### src/rtl/adc_spi_responder.sv
// SPI-mode-0 responder that emulates a 10-bit ADC.
// A frame is a start bit, four config bits (SGL/DIFF, D2..D0), two null-bit
// clocks and ten data clocks that return the sample latched at CS fall.
// spi_clk, spi_cs and spi_mosi are oversampled in the clk domain.
module adc_spi_responder #(
    parameter int SYNC_STAGES = 2
) (
    input  logic       clk,
    input  logic       rst,
    input  logic       spi_clk,
    input  logic       spi_cs,
    input  logic       spi_mosi,
    output logic       spi_miso,
    input  logic [9:0] sample_in,
    output logic [2:0] channel,
    output logic       single_ended,
    output logic       busy,
    output logic       frame_done,
    output logic       frame_error
);

    typedef enum logic [2:0] {
        IDLE,
        WAIT_START,
        CONFIG,
        NULL_BIT,
        DATA,
        TRAIL
    } state_t;

    localparam logic [2:0] SETTLE_CYCLES = 3'(SYNC_STAGES);

    state_t state_q, state_d;

    logic [SYNC_STAGES-1:0] sclk_sync, cs_sync, mosi_sync;
    logic                   sclk_dly, cs_dly;
    logic                   sclk_s, cs_s, mosi_s;
    logic                   sclk_rise, sclk_fall, cs_rise, cs_fall;
    logic                   sclk_active;

    logic [2:0] settle_cnt;
    logic       armed;

    logic [4:0] k_q, k_d;
    logic [9:0] sample_q;
    logic [2:0] cfg_q;
    logic [3:0] data_idx;

    logic start_frame;
    logic cfg_load;
    logic done_d, error_d, miso_d;

    // Saturating bit-counter increment: stops at 16, never wraps.
    function automatic logic [4:0] k_inc(input logic [4:0] k);
        return (k >= 5'd16) ? 5'd16 : k + 5'd1;
    endfunction

    // Synchronizer chains plus one extra delayed flop for edge detection.
    // NOTE: sequential state uses non-blocking (<=) so every flop samples the
    // pre-edge value of its neighbours; blocking here would collapse the chain.
    always_ff @(posedge clk) begin
        if (rst) begin
            sclk_sync <= '0;
            cs_sync   <= '1;
            mosi_sync <= '0;
            sclk_dly  <= 1'b0;
            cs_dly    <= 1'b1;
        end else begin
            sclk_sync <= {sclk_sync[SYNC_STAGES-2:0], spi_clk};
            cs_sync   <= {cs_sync[SYNC_STAGES-2:0], spi_cs};
            mosi_sync <= {mosi_sync[SYNC_STAGES-2:0], spi_mosi};
            sclk_dly  <= sclk_sync[SYNC_STAGES-1];
            cs_dly    <= cs_sync[SYNC_STAGES-1];
        end
    end

    assign sclk_s = sclk_sync[SYNC_STAGES-1];
    assign cs_s   = cs_sync[SYNC_STAGES-1];
    assign mosi_s = mosi_sync[SYNC_STAGES-1];

    // spi_clk edges count only while CS is low; the cycle in which CS is seen
    // rising still counts so a last clock coinciding with CS release completes.
    assign sclk_active = !(cs_s && cs_dly);
    assign sclk_rise   = sclk_s && !sclk_dly && sclk_active;
    assign sclk_fall   = !sclk_s && sclk_dly && sclk_active;
    assign cs_rise     = cs_s && !cs_dly;
    assign cs_fall     = !cs_s && cs_dly;

    // Arm frame start only after the synchronizers have flushed their reset
    // value and CS has been seen high, so a CS held low across reset is ignored.
    always_ff @(posedge clk) begin
        if (rst) begin
            settle_cnt <= '0;
            armed      <= 1'b0;
        end else begin
            if (settle_cnt != SETTLE_CYCLES) begin
                settle_cnt <= settle_cnt + 3'd1;
            end
            if (settle_cnt == SETTLE_CYCLES && cs_s) begin
                armed <= 1'b1;
            end
        end
    end

    // State register.
    always_ff @(posedge clk) begin
        if (rst) begin
            state_q <= IDLE;
        end else begin
            state_q <= state_d;
        end
    end

    // Next-state and bit-counter logic.
    // NOTE: every always_comb output gets a default first; a path that skips
    // an assignment would otherwise infer a latch.
    always_comb begin
        state_d = state_q;
        k_d     = k_q;
        unique case (state_q)
            IDLE: begin
                if (start_frame) begin
                    state_d = WAIT_START;
                    k_d     = '0;
                end
            end
            WAIT_START: begin
                if (sclk_rise && mosi_s) begin
                    state_d = CONFIG;
                    k_d     = '0;
                end
            end
            CONFIG: begin
                if (sclk_rise) begin
                    k_d = k_inc(k_q);
                    if (k_q == 5'd3) begin
                        state_d = NULL_BIT;
                    end
                end
            end
            NULL_BIT: begin
                if (sclk_rise) begin
                    k_d = k_inc(k_q);
                    if (k_q == 5'd5) begin
                        state_d = DATA;
                    end
                end
            end
            DATA: begin
                if (sclk_rise) begin
                    k_d = k_inc(k_q);
                    if (k_q == 5'd15) begin
                        state_d = TRAIL;
                    end
                end
            end
            TRAIL: begin
                state_d = TRAIL;
            end
            default: begin
                state_d = IDLE;
            end
        endcase
        if (state_q != IDLE && cs_rise) begin
            state_d = IDLE;
        end
    end

    assign start_frame = (state_q == IDLE) && cs_fall && armed;
    assign data_idx    = 4'd15 - k_q[3:0];

    // Output decode: completion/abort pulses, config capture, MISO data bit.
    always_comb begin
        done_d   = (state_q == DATA) && sclk_rise && (k_q == 5'd15);
        error_d  = cs_rise && !done_d &&
                   (state_q inside {WAIT_START, CONFIG, NULL_BIT, DATA});
        cfg_load = (state_q == CONFIG) && sclk_rise && (k_q == 5'd3);
        miso_d   = 1'b0;
        if (state_d == DATA) begin
            if (state_q == DATA && sclk_fall) begin
                miso_d = sample_q[data_idx];
            end else begin
                miso_d = spi_miso;
            end
        end
    end

    // Datapath registers: counter, latched sample, config and outputs.
    always_ff @(posedge clk) begin
        if (rst) begin
            k_q          <= '0;
            sample_q     <= '0;
            cfg_q        <= '0;
            channel      <= '0;
            single_ended <= 1'b0;
            spi_miso     <= 1'b0;
            frame_done   <= 1'b0;
            frame_error  <= 1'b0;
        end else begin
            k_q         <= k_d;
            spi_miso    <= miso_d;
            frame_done  <= done_d;
            frame_error <= error_d;
            if (start_frame) begin
                sample_q <= sample_in;
            end
            if (state_q == CONFIG && sclk_rise) begin
                cfg_q <= {cfg_q[1:0], mosi_s};
            end
            if (cfg_load) begin
                {single_ended, channel} <= {cfg_q, mosi_s};
            end
        end
    end

    assign busy = (state_q != IDLE);

endmodule

### config.mk
export PLATFORM = sky130hd
export DESIGN_NAME = adc_spi_responder
export DESIGN_NICKNAME = d
export VERILOG_FILES = /design/src/rtl/adc_spi_responder.sv
export SDC_FILE = /design/constraint.sdc
export NUM_CORES = 1
export LEC_CHECK = 0
export BUFFER_PORTS_ARGS = -buffer_cell sky130_fd_sc_hd__buf_4
export CAP_MARGIN = 20
export CORE_MARGIN = 5
export CORE_UTILIZATION = 35
export DETAILED_ROUTE_END_ITERATION = 8
export PLACE_DENSITY = 0.62
export SLEW_MARGIN = 20
export SYNTH_ARGS = -nofsm -noshare
export SYNTH_HDL_FRONTEND = slang
export SYNTH_SLANG_ARGS = --single-unit
### constraint.sdc
create_clock -name clk -period 4.3 [get_ports clk]
set_input_delay 0.645 -clock clk [delete_from_list [all_inputs] [get_ports clk]]
set_output_delay 0.645 -clock clk [all_outputs]
set_load 0.02 [all_outputs]
==> impl_metrics.py, run 1 <==
metrics = {
    "cts": {
        "root_buffer": "clkbuf_8",
        "clk_pin_slew_ns": 0.08,
        "clock_latency_ns": 0.29,
        "hold_buffers": 0,
        "cts_buffers": 5,
        "cts_tree": "built",
        "cts.sinks": 40,
        "cts_resized": 0,
        "cts_setup_buffers": 0,
        "cts_max_path_buffers": 2,
        "h-tree-depth": 2,
    },
    "critical_path": {
        "reg2reg_from": "state_q[0]",
        "r2r_slack_ns": 2.11,
        "cp_max_fo": 12,
        "end_kind": "register",
        "critical-path-top-delay-family": "simple AND/OR/NAND/NOR gates",
        "crit_cells": 5,
        "slowest_delay_ns": 0.53,
        "ff2ff_path_depth": 5,
        "critPathArrivalTime_ns": 2.42,
        "reg2reg_to": "k_q[3]",
        "critical_path.cell_chain": "nor4bb_1, nand2_1, a21boi_2, or4_1, a21oi_1",
        "cp.required_ns": 4.53,
        "cp-start-kind": "register",
        "critPathKind": "register to register",
        "cp_num_buf_inv": 0,
        "slowest_stage": "or4_1",
    },
    "timing": {
        "setup_ws_ns": 2.11,
        "fin_crit_sh": 0.510,
        "slew_headroom": 0.574,
        "drv_slew": 0,
        "min_period_ns": 2.19,
        "rsz0062_at_grt": "false",
        "holdWs_ns": 0.412,
        "fin_setup_tns_ns": 0,
        "worst_pin_slew_ns": 0.637,
        "fmax_mhz": 456,
        "final-setup-viol-count": 0,
        "final_hold_viol_count": 0,
        "fin_worst_skew_ns": 0.00655,
    },
    "logic_synthesis": {
        "synth_top_area_cell": "dfxtp_1",
        "synth-edff-count": 0,
        "synth_commonest_cells": "dfxtp_1, nor2_1, mux2i_1",
        "synth-compound-area-share": 0.0814,
        "synth_seq_cells": 40,
        "synth-simple-area-share": 0.256,
        "synth_top_area_frac": 0.457,
        "yosysWarnings": 0,
        "synth.distinct_cells": 43,
        "avgSynthCellArea_um2": 9.37,
        "seq_area_frac_synth": 0.457,
        "syn-cell-area_um2": 1750,
        "synth_cells": 187,
        "synth_top_family_by_area": "simple AND/OR/NAND/NOR gates",
        "yosysMostFrequentCell": "dfxtp_1",
        "synthAdderAreaFrac": 0.0357,
        "muxShareOfSynthArea": 0.123,
        "synth_top_flop_cell": "dfxtp_1",
        "synth_area_leaders": "dfxtp_1, mux2i_1, nor2_1, ha_1, nand2_1",
        "async_flop_share": 0,
        "yosys.area_share.xor_xnor": 0.00500,
        "syn_nets": 207,
    },
    "floorplanning": {
        "io_pins": 23,
        "dieHeight_um": 80.7,
        "start_util": 0.366,
        "die_area_um2": 6520,
        "core_area_um2": 4790,
        "rows": 25,
        "die_w_um": 80.7,
    },
    "placement": {
        "port_buffers": 22,
        "numPlacedInstances": 266,
        "detailedPlace.worstSlack_ns": 2.08,
        "hpwl_mm": 2.27,
        "gp_congestion": 0.814,
        "dpl_cell_area_um2": 1950,
    },
    "final_layout": {
        "instances_no_fill": 274,
        "drive_above_1_share": 0.179,
        "antenna_cells": 0,
        "area_growth_pct": 17.4,
        "finalNetCount": 226,
        "num-fill-cells": 473,
        "final_area_um2": 2060,
    },
    "grt": {
        "grt_max_degree": 39,
        "grt.total_usage": 0.109,
        "grt_pass1_vias": 1229,
        "grt_pass1_wl_mm": 5.55,
        "overflow": 0,
        "antenna_found_initial": 0,
    },
    "drt": {
        "detail_route.first_pass.iterations": 4,
        "routedWlPerCell_um": 12.0,
        "drt-total-wl_mm": 3.29,
        "drtIter0Drc": 114,
        "vias": 1328,
        "ant_nets": 0,
        "drc_errors": 0,
        "vias_per_cell": 4.85,
    },
    "pwr": {
        "p_leak_nw": 0.898,
        "ir_drop_mv": 0.271,
        "powerDensity_nw_per_um2": 378,
    },
    "min_path": {
        "hold-path-cell-count": 1,
        "hp-class": "register to register",
        "hold_path_startpoint": "cs_sync[0]",
        "worstHoldEndpoint": "cs_sync[1]",
    },
    "status": {
        "outcome": "complete, no violations",
    },
    "job": {
        "max_cap_violations": 0,
    },
}
routing by layer:
layer / GRT usage / up-vias / share of wire
li1: - / 685 / -
met1: 0.137 / 618 / 0.46
met2: 0.176 / 22 / 0.47
met3: 0.0388 / 3 / 0.051
met4: 0.0355 / 0 / 0.0097
met5: 0 / - / 0
worst register-to-register path: cells and delay by family, from the launching register on:
| family | cells | cell delay, ns |
|---|---|---|
| DFF | 1 | 0.41 |
| AOI/OAI and AO/OA | 2 | 0.52 |
| and+or+nand+nor | 3 | 1.21 |
cells in the final DEF, fill, tap and decap left out, drive strengths merged, types with 2 or more instances in the layout:
| cell | count |
|---|---|
| buf | 22 |
| nand4 | 4 |
| nand2 | 13 |
| nor4bb | 2 |
| nor2b | 6 |
| a21boi | 2 |
| inv | 6 |
| nor3b | 2 |
| dfxtp | 40 |
| mux4 | 2 |
| or3 | 4 |
| a21oi | 8 |
| or2 | 3 |
| ha | 5 |
| nor3 | 3 |
| nand2b | 3 |
| clkbuf | 6 |
| mux2i | 17 |
| nand3 | 8 |
| and2 | 2 |
| nor2 | 25 |
| o21ai | 6 |
flip-flops by register name, indices dropped and copies added, names as in the netlist:
| name | flops |
|---|---|
| state_q | 3 |
| sclk_dly | 1 |
| spi_miso | 1 |
| cs_dly | 1 |
| frame_done | 1 |
| armed | 1 |
| settle_cnt | 3 |
| cfg_q | 3 |
| sample_q | 10 |
| sclk_sync | 2 |
| frame_error | 1 |
| channel | 3 |
| single_ended | 1 |
| k_q | 5 |
| mosi_sync | 2 |
| cs_sync | 2 |
per-stage QoR:
step            util  total power [mW]
4_1_cts        0.430             0.786
6_report       0.430             0.777
2_1_floorplan      -             0.464
5_1_grt        0.430             0.816
3_5_place_dp   0.407             0.485
3_3_place_gp   0.407             0.483
power breakdown:
group          leakage [nW]  internal [mW]  switching, mW
Sequential            0.325          0.389         0.0130
Combinational         0.518         0.0378         0.0346
Clock                0.0552          0.172          0.130
cell type report:
cell class	instances	area, µm²	area share
timing repair buffer	22	165	0.0803
multi-input combinational	131	877	0.426
tap	67	83.8	0.0408
clock buffer	6	72.6	0.0353
sequential	40	801	0.389
inverter	6	22.5	0.0109
clock inverter	2	35.0	0.0170
worst max-delay path by stage:
stage | from | to
after floorplan | state_q[0] | k_q[3]
after global placement | state_q[0] | k_q[2]
after detailed placement | state_q[0] | k_q[3]
after CTS | state_q[0] | k_q[3]
after global routing | state_q[0] | k_q[3]
final | state_q[0] | k_q[3]
logic make-up (layout without fill, tap and decap cells):
family	Yosys count	after routing
mux	19	19
simple gates	84	84
flops	40	40
xor+xnor	1	1
buf+inv	16	36
fa+ha+maj	5	5
compound gates	22	22
No activity file was read; power rests on OpenSTA's default activity.
==> run 2: changes to the inputs <==
--- a/config.mk
+++ b/config.mk
@@ -5,6 +5,7 @@
 export SDC_FILE = /design/constraint.sdc
 export NUM_CORES = 1
 export LEC_CHECK = 0
+export ABC_AREA = 1
 export BUFFER_PORTS_ARGS = -buffer_cell sky130_fd_sc_hd__buf_4
 export CAP_MARGIN = 20
 export CORE_MARGIN = 5
==> constraint.sdc (replaced) <==
create_clock -name clk -period 2.1 [get_ports clk]
set_input_delay 0.315 -clock clk [delete_from_list [all_inputs] [get_ports clk]]
set_output_delay 0.315 -clock clk [all_outputs]
set_load 0.02 [all_outputs]
==> run 2 against run 1 <==
Register-to-register slack lost 1.6 ns. Maximum frequency grew 36%. Wire length grew 13%. Non-clock buffer count grew 1. Via count grew 19%. Worst hold slack lost 0.21 ns. Synthesized area grew 5.8%. First-iteration DRC count shrank 44%. Final area grew 4.9%. Power grew 90%. Sequential share of layout area shrank 1.8 points. Critical endpoint is now spi_miso. Largest cell class unchanged.
==> impl_metrics.py, run 2 <==
metrics = {
    "cts": {
        "cts_tree": "built",
        "cts_max_path_buffers": 2,
        "clock_latency_ns": 0.29,
        "hold_buffers": 0,
        "cts.sinks": 40,
        "cts_resized": 0,
        "cts_buffers": 5,
        "root_buffer": "clkbuf_8",
        "clk_pin_slew_ns": 0.07,
        "cts_setup_buffers": 0,
        "h-tree-depth": 2,
    },
    "placement": {
        "hpwl_mm": 2.81,
        "dpl_cell_area_um2": 2080,
        "port_buffers": 22,
        "gp_congestion": 0.874,
    },
    "timing": {
        "fin_setup_tns_ns": 0,
        "final_hold_viol_count": 0,
        "fmax_mhz": 619,
        "fin_crit_sh": 0.770,
        "final-setup-viol-count": 0,
        "rsz0062_at_grt": "false",
        "holdWs_ns": 0.199,
        "slew_headroom": 0.601,
        "drv_slew": 0,
        "min_period_ns": 1.62,
        "worst_pin_slew_ns": 0.599,
        "fin_worst_skew_ns": 0.00729,
    },
    "final_layout": {
        "final_area_um2": 2160,
        "layout_commonest_cell": "nor2_1",
        "top_register": "sample_q",
        "drive_above_1_share": 0.181,
        "final_cell_mix": "nor2_1, dfxtp_1, nand2_1",
        "finalNetCount": 307,
        "antenna_cells": 0,
        "area_growth_pct": 16.5,
        "largest_register_ffs": 10,
        "top_regs": "sample_q (10), k_q (5)",
    },
    "drt": {
        "drc_errors": 0,
        "vias_per_cell": 4.44,
        "drt-total-wl_mm": 3.71,
        "drtIter0Drc": 64,
        "vias": 1584,
        "detail_route.first_pass.iterations": 6,
        "routedWlPerCell_um": 10.4,
        "ant_nets": 0,
    },
    "logic_synthesis": {
        "seq_area_frac_synth": 0.432,
        "async_flop_share": 0,
        "yosysMostFrequentCell": "nor2_1",
        "syn_nets": 283,
        "synth.distinct_cells": 28,
        "avgSynthCellArea_um2": 7.05,
        "synth_top_flop_cell": "dfxtp_1",
        "yosysWarnings": 0,
        "synth_commonest_cells": "nor2_1, dfxtp_1, nand2_1",
        "syn-cell-area_um2": 1850,
        "synth_cells": 263,
        "synth_area_leaders": "dfxtp_1, nor2_1, nand2_1, o21ai_0, inv_1",
        "synth_seq_cells": 40,
        "synth-edff-count": 0,
        "synth_top_area_cell": "dfxtp_1",
        "synth_top_area_frac": 0.432,
    },
    "critical_path": {
        "crit_top_cell": "nor2_1",
        "cp_max_fo": 8,
        "slowest_stage": "dfxtp_1",
        "critical_path.cell_chain": "ha_1, nand2_1, nor2_1, ha_1, inv_1, nor2_1, nand2_1, nand3_1, nor2_1, nor2_1, nor2_1",
        "critical-path-top-delay-family": "simple AND/OR/NAND/NOR gates",
        "critPathKind": "register to register",
        "cp.required_ns": 2.29,
        "end_kind": "register",
        "cp-start-kind": "register",
        "cp_num_buf_inv": 1,
        "critPathArrivalTime_ns": 1.81,
        "slowest_delay_ns": 0.46,
    },
    "grt": {
        "grt_pass1_vias": 1481,
        "antenna_found_initial": 0,
        "grt_max_degree": 25,
        "grt_pass1_wl_mm": 6.36,
        "overflow": 0,
        "grt.total_usage": 0.123,
    },
    "status": {
        "outcome": "complete, no violations",
    },
    "job": {
        "max_cap_violations": 0,
    },
    "min_path": {
        "hp-class": "input port to register",
    },
    "pwr": {
        "powerDensity_nw_per_um2": 685,
        "p_leak_nw": 0.936,
        "ir_drop_mv": 0.420,
    },
    "floorplanning": {
        "dieHeight_um": 82.8,
        "rows": 26,
        "core_area_um2": 5140,
        "die_w_um": 82.8,
        "die_area_um2": 6850,
        "io_pins": 23,
        "start_util": 0.361,
    },
}
## run 2: path summary, 6_finish.rpt
check	start	endpoint	slack, ns	cells past startpoint
worst max register to register	k_q[1]	spi_miso	0.48	11
worst min register to register	sclk_sync[0]	sclk_sync[1]	0.40	2
worst max-delay path	k_q[1]	spi_miso	0.48	11
worst min-delay path	spi_cs	cs_sync[0]	0.20	2
## run 2: area by class of cell
type / count / area (µm²)
clock buffers: 6 / 72.6
clock inverters: 1 / 5.00
fillers: 566 / 2980
inverters: 33 / 124
multi-input cells: 184 / 896
flip-flops and latches: 40 / 801
well taps: 70 / 87.6
repair buffers: 23 / 173
## run 2: logic make-up after synthesis
kind of cell / share of synthesized area
buf+inv: 0.0844
xor+xnor: 0.00473
simple gates: 0.327
flops: 0.432
compound gates: 0.117
fa+ha+maj: 0.0338
## run 2: routing by layer
metal	share of wire	vias up	track usage	wire, µm
li1	-	869	-	-
met1	0.48	683	0.144	1780
met2	0.45	24	0.206	1680
met4	0.015	0	0.0474	56
met5	0	-	0	0
met3	0.053	8	0.0423	197
## run 2: where the power goes
group          internal [mW]  total (mW)  switching [mW]
sequential             0.804       0.837          0.0334
clock                  0.225       0.470           0.244
combinational         0.0728       0.172          0.0995
total                   1.10        1.48           0.377
## run 2: per-stage QoR
step                 util  worst slack [ns]  instances  power, mW
floorplan               -             0.673        263      0.975
global route        0.420             0.332        357       1.58
global placement    0.405             0.551        350       1.02
finish              0.420             0.484        357       1.48
CTS                 0.420             0.473        357       1.51
detailed placement  0.405             0.495        350       1.03
